File: src/rtl/trap_ctrl.sv
// trap_ctrl: machine-mode trap entry and mret return sequencer.
// Picks one event at commit (exception > interrupt > mret), drains the
// pipeline, writes the trap CSRs for one cycle, then redirects fetch.
module trap_ctrl #(
  parameter int FLUSH_CYCLES = 2,
  parameter bit VEC_EN       = 1'b1
) (
  input  logic        CLK,
  input  logic        RST,
  input  logic        commit_valid,
  input  logic [63:0] commit_pc,
  input  logic        commit_exc,
  input  logic [5:0]  commit_cause,
  input  logic [63:0] commit_tval,
  input  logic        commit_mret,
  output logic        commit_ready,
  input  logic [63:0] mstatus_csr_out,
  input  logic [63:0] mip_csr_out,
  input  logic [63:0] mie_csr_out,
  input  logic [63:0] mtvec_csr_out,
  input  logic [63:0] mepc_csr_out,
  output logic        flush,
  input  logic        flush_ack,
  output logic [3:0]  csr_wen,
  output logic [63:0] mepc_except_in,
  output logic [63:0] mcause_except_in,
  output logic [63:0] mtval_except_in,
  output logic [63:0] mstatus_except_in,
  output logic        pc_redirect_valid,
  output logic [63:0] pc_redirect,
  output logic        trap_busy
);

  typedef enum logic [1:0] {IDLE, FLUSH, WRCSR, REDIR} state_t;
  typedef enum logic [1:0] {KIND_EXC, KIND_IRQ, KIND_MRET} kind_t;

  localparam logic [3:0] FLUSH_LAST = 4'(FLUSH_CYCLES - 1);

  state_t      state, state_nxt;
  kind_t       kind, evt_kind;
  logic [3:0]  cnt;
  logic [63:0] cap_pc, cap_tval, target, target_nxt;
  logic [5:0]  cap_cause, evt_cause;
  logic [63:0] evt_tval;
  logic        take_evt;

  logic        irq_ext, irq_sw, irq_tm, irq_any;
  logic [5:0]  irq_cause;
  logic [63:0] vec_base;
  logic        unused_bits;

  assign irq_ext   = mstatus_csr_out[3] & mip_csr_out[11] & mie_csr_out[11];
  assign irq_sw    = mstatus_csr_out[3] & mip_csr_out[3]  & mie_csr_out[3];
  assign irq_tm    = mstatus_csr_out[3] & mip_csr_out[7]  & mie_csr_out[7];
  assign irq_any   = irq_ext | irq_sw | irq_tm;
  assign irq_cause = irq_ext ? 6'd11 : (irq_sw ? 6'd3 : 6'd7);
  assign vec_base  = {mtvec_csr_out[63:2], 2'b00};

  assign unused_bits = &{1'b0, mip_csr_out[63:12], mip_csr_out[10:8], mip_csr_out[6:4],
                         mip_csr_out[2:0], mie_csr_out[63:12], mie_csr_out[10:8],
                         mie_csr_out[6:4], mie_csr_out[2:0]};

  // Next-state, event capture selection and all strobed outputs
  always_comb begin
    state_nxt         = state;
    target_nxt        = target;
    take_evt          = 1'b0;
    evt_kind          = KIND_EXC;
    evt_cause         = 6'd0;
    evt_tval          = 64'd0;
    commit_ready      = 1'b0;
    flush             = 1'b0;
    csr_wen           = 4'b0000;
    mepc_except_in    = 64'd0;
    mcause_except_in  = 64'd0;
    mtval_except_in   = 64'd0;
    mstatus_except_in = 64'd0;
    pc_redirect_valid = 1'b0;
    pc_redirect       = 64'd0;
    trap_busy         = (state != IDLE);
    case (state)
      IDLE: begin
        commit_ready = 1'b1;
        if (commit_valid) begin
          if (commit_exc) begin
            take_evt  = 1'b1;
            evt_kind  = KIND_EXC;
            evt_cause = commit_cause;
            evt_tval  = commit_tval;
          end else if (irq_any) begin
            take_evt     = 1'b1;
            commit_ready = 1'b0;
            evt_kind     = KIND_IRQ;
            evt_cause    = irq_cause;
          end else if (commit_mret) begin
            take_evt = 1'b1;
            evt_kind = KIND_MRET;
          end
        end
        if (take_evt) state_nxt = FLUSH;
      end
      FLUSH: begin
        flush = 1'b1;
        if ((cnt >= FLUSH_LAST) && flush_ack) state_nxt = WRCSR;
      end
      WRCSR: begin
        state_nxt = REDIR;
        if (kind == KIND_MRET) begin
          csr_wen               = 4'b1000;
          mstatus_except_in     = mstatus_csr_out;
          mstatus_except_in[3]  = mstatus_csr_out[7];
          mstatus_except_in[7]  = 1'b1;
          mstatus_except_in[12:11] = 2'b11;
          target_nxt            = mepc_csr_out;
        end else begin
          csr_wen               = 4'b1111;
          mepc_except_in        = {cap_pc[63:2], 2'b00};
          mcause_except_in      = {(kind == KIND_IRQ), 57'd0, cap_cause};
          mtval_except_in       = cap_tval;
          mstatus_except_in     = mstatus_csr_out;
          mstatus_except_in[7]  = mstatus_csr_out[3];
          mstatus_except_in[3]  = 1'b0;
          mstatus_except_in[12:11] = 2'b11;
          if (VEC_EN && (kind == KIND_IRQ) && (mtvec_csr_out[1:0] == 2'b01))
            target_nxt = vec_base + {56'd0, cap_cause, 2'b00};
          else
            target_nxt = vec_base;
        end
      end
      REDIR: begin
        pc_redirect_valid = 1'b1;
        pc_redirect       = target;
        state_nxt         = IDLE;
      end
      default: state_nxt = IDLE;
    endcase
  end

  // State, drain counter, captured event and latched redirect target
  always_ff @(posedge CLK) begin
    if (RST) begin
      state     <= IDLE;
      kind      <= KIND_EXC;
      cnt       <= 4'd0;
      cap_pc    <= 64'd0;
      cap_cause <= 6'd0;
      cap_tval  <= 64'd0;
      target    <= 64'd0;
    end else begin
      state  <= state_nxt;
      target <= target_nxt;
      if (take_evt) begin
        kind      <= evt_kind;
        cap_pc    <= commit_pc;
        cap_cause <= evt_cause;
        cap_tval  <= evt_tval;
      end
      if (state != FLUSH)
        cnt <= 4'd0;
      else if (cnt != 4'hF)
        cnt <= cnt + 4'd1;
    end
  end

endmodule
File: config.mk
export PLATFORM = sky130hd
export DESIGN_NAME = trap_ctrl
export DESIGN_NICKNAME = d
export VERILOG_FILES = /design/src/rtl/trap_ctrl.sv
export SDC_FILE = /design/constraint.sdc
export NUM_CORES = 1
export LEC_CHECK = 0
export ABC_AREA = 1
export CAP_MARGIN = 20
export CORE_AREA = 2 2 303 305
export DETAILED_ROUTE_END_ITERATION = 8
export DIE_AREA = 0 0 305 307
export SYNTH_ARGS = -nofsm -noshare
export SYNTH_HDL_FRONTEND = slang
export SYNTH_SLANG_ARGS = --single-unit
export TNS_END_PERCENT = 20
File: constraint.sdc
create_clock -name CLK -period 2.98 [get_ports CLK]
set_input_delay 0.447 -clock CLK [delete_from_list [all_inputs] [get_ports CLK]]
set_output_delay 0.447 -clock CLK [all_outputs]
set_load 0.03 [all_outputs]
# After elaboration in Yosys (flattened, before gate mapping)
# Cells that the tools add are included.
# Widths: inputs -> output; s select.
[op_classes]
addsub = 2
multipliers = 0
n_lt_le_gt_ge = 1
n_mux = 42
n_div = 0
eq_ne = 10
shift = 0
n_reduce_logical = 6
bitwise = 8
[ops]
columns = ["cell", "count"]
rows = [
  ["$mux 64", 13],
  ["$add 64x8->64", 1],
  ["$mux 6", 3],
  ["$mux 2", 7],
  ["$mux 1", 12],
  ["$mux 4", 3],
  ["$mux 8", 1],
  ["$pmux 2 s4", 1],
  ["$and 1x1->1", 6],
  ["$eq 2x1->1 const B", 3],
  ["$eq 2x2->1 const B", 3],
  ["$mux 3", 2],
  ["$add 4x1->4 const B", 1],
  ["$ge 4x1->1 const B", 1],
  ["$ne 2x1->1 const B", 2],
  ["$ne 4x4->1 const B", 1],
  ["$logic_and 1x1->1", 2],
  ["$logic_not 2->1", 1],
  ["$ne 2x2->1 const B", 1],
  ["$or 1x1->1", 2],
  ["$reduce_and 2->1", 1],
  ["$reduce_bool 2->1", 1],
  ["$reduce_or 2->1", 1],
]
[word_totals]
rom_bits = 0
latch_bits = 0
register_bits = 206
elab_cells = 76
output_inout_bits = 328
n_memories = 0
ramBits = 0
inputBits = 460

# Logic depth before layout (Yosys ltp)
[logic_depth]
word_depth = 10
depth_mapped = 14
depth_no_buf = 14

# Worst setup path before layout
# No wires, ideal clock.
[synth_path]
path_type = "register to output"
start = "register state[0]"
end = "output port mcause_except_in[2]"
path_stages_with_launch = 10
path_buffers = 3
t_arrival_ns = 2.146
path_slack_ns = 0.387
cell_sequence = "dfxtp_1 -> inv_1 -> ha_1 -> buf_2 -> inv_2 -> nor2_1 -> inv_2 -> clkbuf_1 -> buf_2 -> nor2_1"
[synth_via]
elab_chain_cells = 2
[synth_lines]
columns = ["element", "line_no", "rtl"]
rows = [
  ["start: declaration", "39", "state_t state, state_nxt;"],
  ["start signal: assignment", "150", "state <= state_nxt;"],
  ["$eq 2x2->1", "81", "case (state)"],
  ["$mux 64", "81", ""],
  ["end: declaration", "26", "output logic [63:0] mcause_except_in,"],
]
# No other way between the ends.

# Worst setup path after layout
[layout_path]
start = "register state[0]"
end = "output port mtval_except_in[24]"
[layout_via]
elab_chain_cells = 2
[layout_lines]
columns = ["element", "line_no", "rtl"]
rows = [
  ["$eq 2x2->1", "81", ""],
  ["$mux 64", "81", ""],
  ["end: declaration", "27", "output logic [63:0] mtval_except_in,"],
]
# No other way between the ends.

==> flow_summary.toml <==
[logic_synthesis]
synthFlopType = "dfxtp_1"
post-synth-top-area-fraction_pct = 32.24
syn_area_per_cell_sq_um = 6.222
synthMuxAreaShare_pct = 0
synthSimpleGateAreaFrac_pct = 29.01
synth_top_cell_by_area = "dfxtp_1"
synth_edf_count = 0
synth_xor_area_share_pct = 1.590
syn_inst = 2036
synth_fa_ha_area_share_pct = 1.442
ys_seq_area_share_pct = 32.24
ys_ff_latch = 204
ys.warnings.count = 0
yosys-top-cells-area = "dfxtp_1 32%, nand2_1 13%, inv_1 11%, a21oi_1 7.3%, nor2_1 6.7%"
async_flop_share_pct = 0
synth_top_family_by_area = "simple AND/OR/NAND/NOR gates"
syn_area_sq_um = 12670
synth_compound_area_share_pct = 16.92
synth_cell_types = 40

[floorplanning]
die-area_sq_um = 93640
core_area_sq_um = 90690
start_util_pct = 13.97
die_y_um = 307
die_w_um = 305
ios = 788
rows = 111

[clock_tree]
cts_htree_levels = 1
clock_latency_ns = 0.58
cts_root_buf = "clkbuf_16"
max-clock-path-buffers = 3
numCtsBuffers = 27
cts_tree = "built"
cts.reportedPaths.clkPinSlew_ns = 0.06
numClockSinks = 204

[final_layout]
final_common_cell = "nand2_1"
final_layout_size_suffix_gt1_share_pct = 11.94
area_growth_pct = 70.97
final_cell_mix = "428 x nand2_1, 425 x clkdlybuf4s50_1, 369 x inv_1"
final_area_sq_um = 21660
nets = 3092
fin_cells = 3826

[global_route]
grt_usage_pct = 13.78
grt_max_degree = 134
grt_pass1_wl_um = 95980
first_global_vias = 14230
gr-total-overflow = 0
antenna_found_initial = 18

[drt]
vias = 14810
viasPerCell = 3.871
dr.pass1.iters = 6
drt_iter0_markers = 718
drc = 0
wl_per_cell_um = 17.59
antenna_left = 0
wirelength_um = 67320

[power]
p_seq_share_pct = 27.2
pwr-share-clk_pct = 24.9
ir_drop_mv = 0.3903
power_switching_share_pct = 42.45
power_frac_comb_pct = 47.8
leakagePower_nw = 9.742
p_sw_mw = 5.605
power.internal_mw = 7.599
p_per_area_nw_per_um2 = 609.7

[worst_setup_path]
end_kind = "output pin"
cp_data_arrival_time_ns = 2.40
required_ns = 2.53
start_kind = "flop"
worstPathMaxFanout = 23
crit_type = "reg -> out"

[placement]
place_area_sq_um = 20680
dp_slack_ns = 0.04148
numPortBuffers = 602
hpwl_um = 54010
place_inst = 3773
place.gp.congestion = 0.8691

[sta]
fin_hold_ws_ns = 0.3678
min_period_ns = 2.850
clock.fmax_mhz = 350.8
tightest_slew_ns = 0.7549
fin_skew_ns = 0.02574
rsz0062_at_grt = "yes"
slew_viol_final = 0
slew_headroom_pct = 49.67
fin_crit_sh_pct = 95.65
setup_ws_ns = 0.1297
setup_violations = 0
final_hold_viol_count = 0
fin_tns_setup_ns = 0

[flow_run]
maxCapViolations = 0

[outcome]
status = "finished clean"

[min_path]
hold_class = "in -> reg"
[worst paths after layout]
| path | cells past startpoint | endpoint | slack (ns) | start |
|---|---|---|---|---|
| max | 9 | mtval_except_in[24] | 0.13 | state[0] |
| min | 3 | cap_tval[58] | 0.37 | commit_exc |
| max reg2reg | 13 | target[36] | 0.55 | cap_cause[0] |
| min reg2reg | 2 | cap_pc[58] | 0.45 | cap_pc[58] |
[logic make-up after synthesis]
logic type      Yosys count
compound gates          376
xor+xnor                 23
fa+ha+maj                14
buf+inv                 554
flops                   204
other cells               1
simple gates            864
[what timing repair did]
item | CTS | global route
buffers inserted | 2 | 0
endpoints found under the hold margin | 0 | 0
hold buffers | 0 | 0
setup endpoints to repair | 163 | 32
pin swaps | 0 | 0
gates resized for setup | 8 | 28
[flip-flops by register name, indices dropped and copies added, names as in the netlist]
register   cells
cap_pc        62
cap_cause      6
state          2
target        64
kind           2
cnt            4
cap_tval      64
[through the flow]
stage	total power [mW]	utilization, %
2_1_floorplan	7.216	-
3_3_place_gp	9.989	22.80
3_5_place_dp	10.03	22.80
4_1_cts	13.47	23.80
5_1_grt	14.09	23.88
6_report	13.20	23.88
[final cells by class]
type / instances / area [sq um]
fill: 10140 / 69030
timing repair buffer: 674 / 7308
multi-input combinational: 1336 / 6486
sequential: 204 / 4084
tap: 1186 / 1484
inverter: 375 / 1413
clock buffer: 37 / 763.2
clock inverter: 13 / 116.4
antenna: 1 / 2.502
[layer usage]
layer	vias to the layer above	track usage [%]	routed length (um)	share of wire, %
met5	-	0	182	0.27
met4	28	4.317	2194	3.3
met3	89	5.190	6553	9.7
met2	607	23.67	31260	46
met1	6655	15.75	27130	40
li1	7433	-	-	-
[cell usage after synthesis (2+ instances only)]
| cell type | count |
|---|---|
| buf_4 | 67 |
| o211ai_1 | 4 |
| a211oi_1 | 70 |
| o21ai_0 | 78 |
| nor2_2 | 12 |
| a21oi_1 | 186 |
| buf_1 | 12 |
| a21o_1 | 6 |
| nor2_4 | 5 |
| xor2_1 | 13 |
| buf_2 | 37 |
| or2_2 | 3 |
| dfxtp_1 | 204 |
| nor2_1 | 227 |
| nor4_1 | 2 |
| ha_1 | 13 |
| o21bai_1 | 6 |
| a31oi_1 | 17 |
| o21a_1 | 4 |
| nand4_1 | 22 |
| nand3b_1 | 4 |
| nand3_4 | 2 |
| clkbuf_1 | 63 |
| nand2_2 | 6 |
| nand4_2 | 4 |
| inv_1 | 370 |
| inv_2 | 5 |
| xnor2_1 | 10 |
| nor3_1 | 10 |
| nand2_1 | 428 |
| nand3_1 | 137 |
[power groups by stage]
stage	clock [mW]	combinational, mW	sequential (mW)
after CTS	3.44	6.43	3.60
final	3.29	6.32	3.59
after floorplan	0	3.66	3.56
after global routing	3.52	6.91	3.66
after detailed placement	0	6.38	3.66
after global placement	0	6.34	3.65
[critical path, cell delays in order, from the launching register on]
cell and delay (ns):
dfxtp_1 0.35, inv_1 0.15, ha_4 0.22, inv_2 0.07, nor2_4 0.16, inv_6 0.12
buf_6 0.21, buf_4 0.18, nor2_1 0.19, buf_12 0.16
Note: power is estimated with default switching activity, not from simulation.
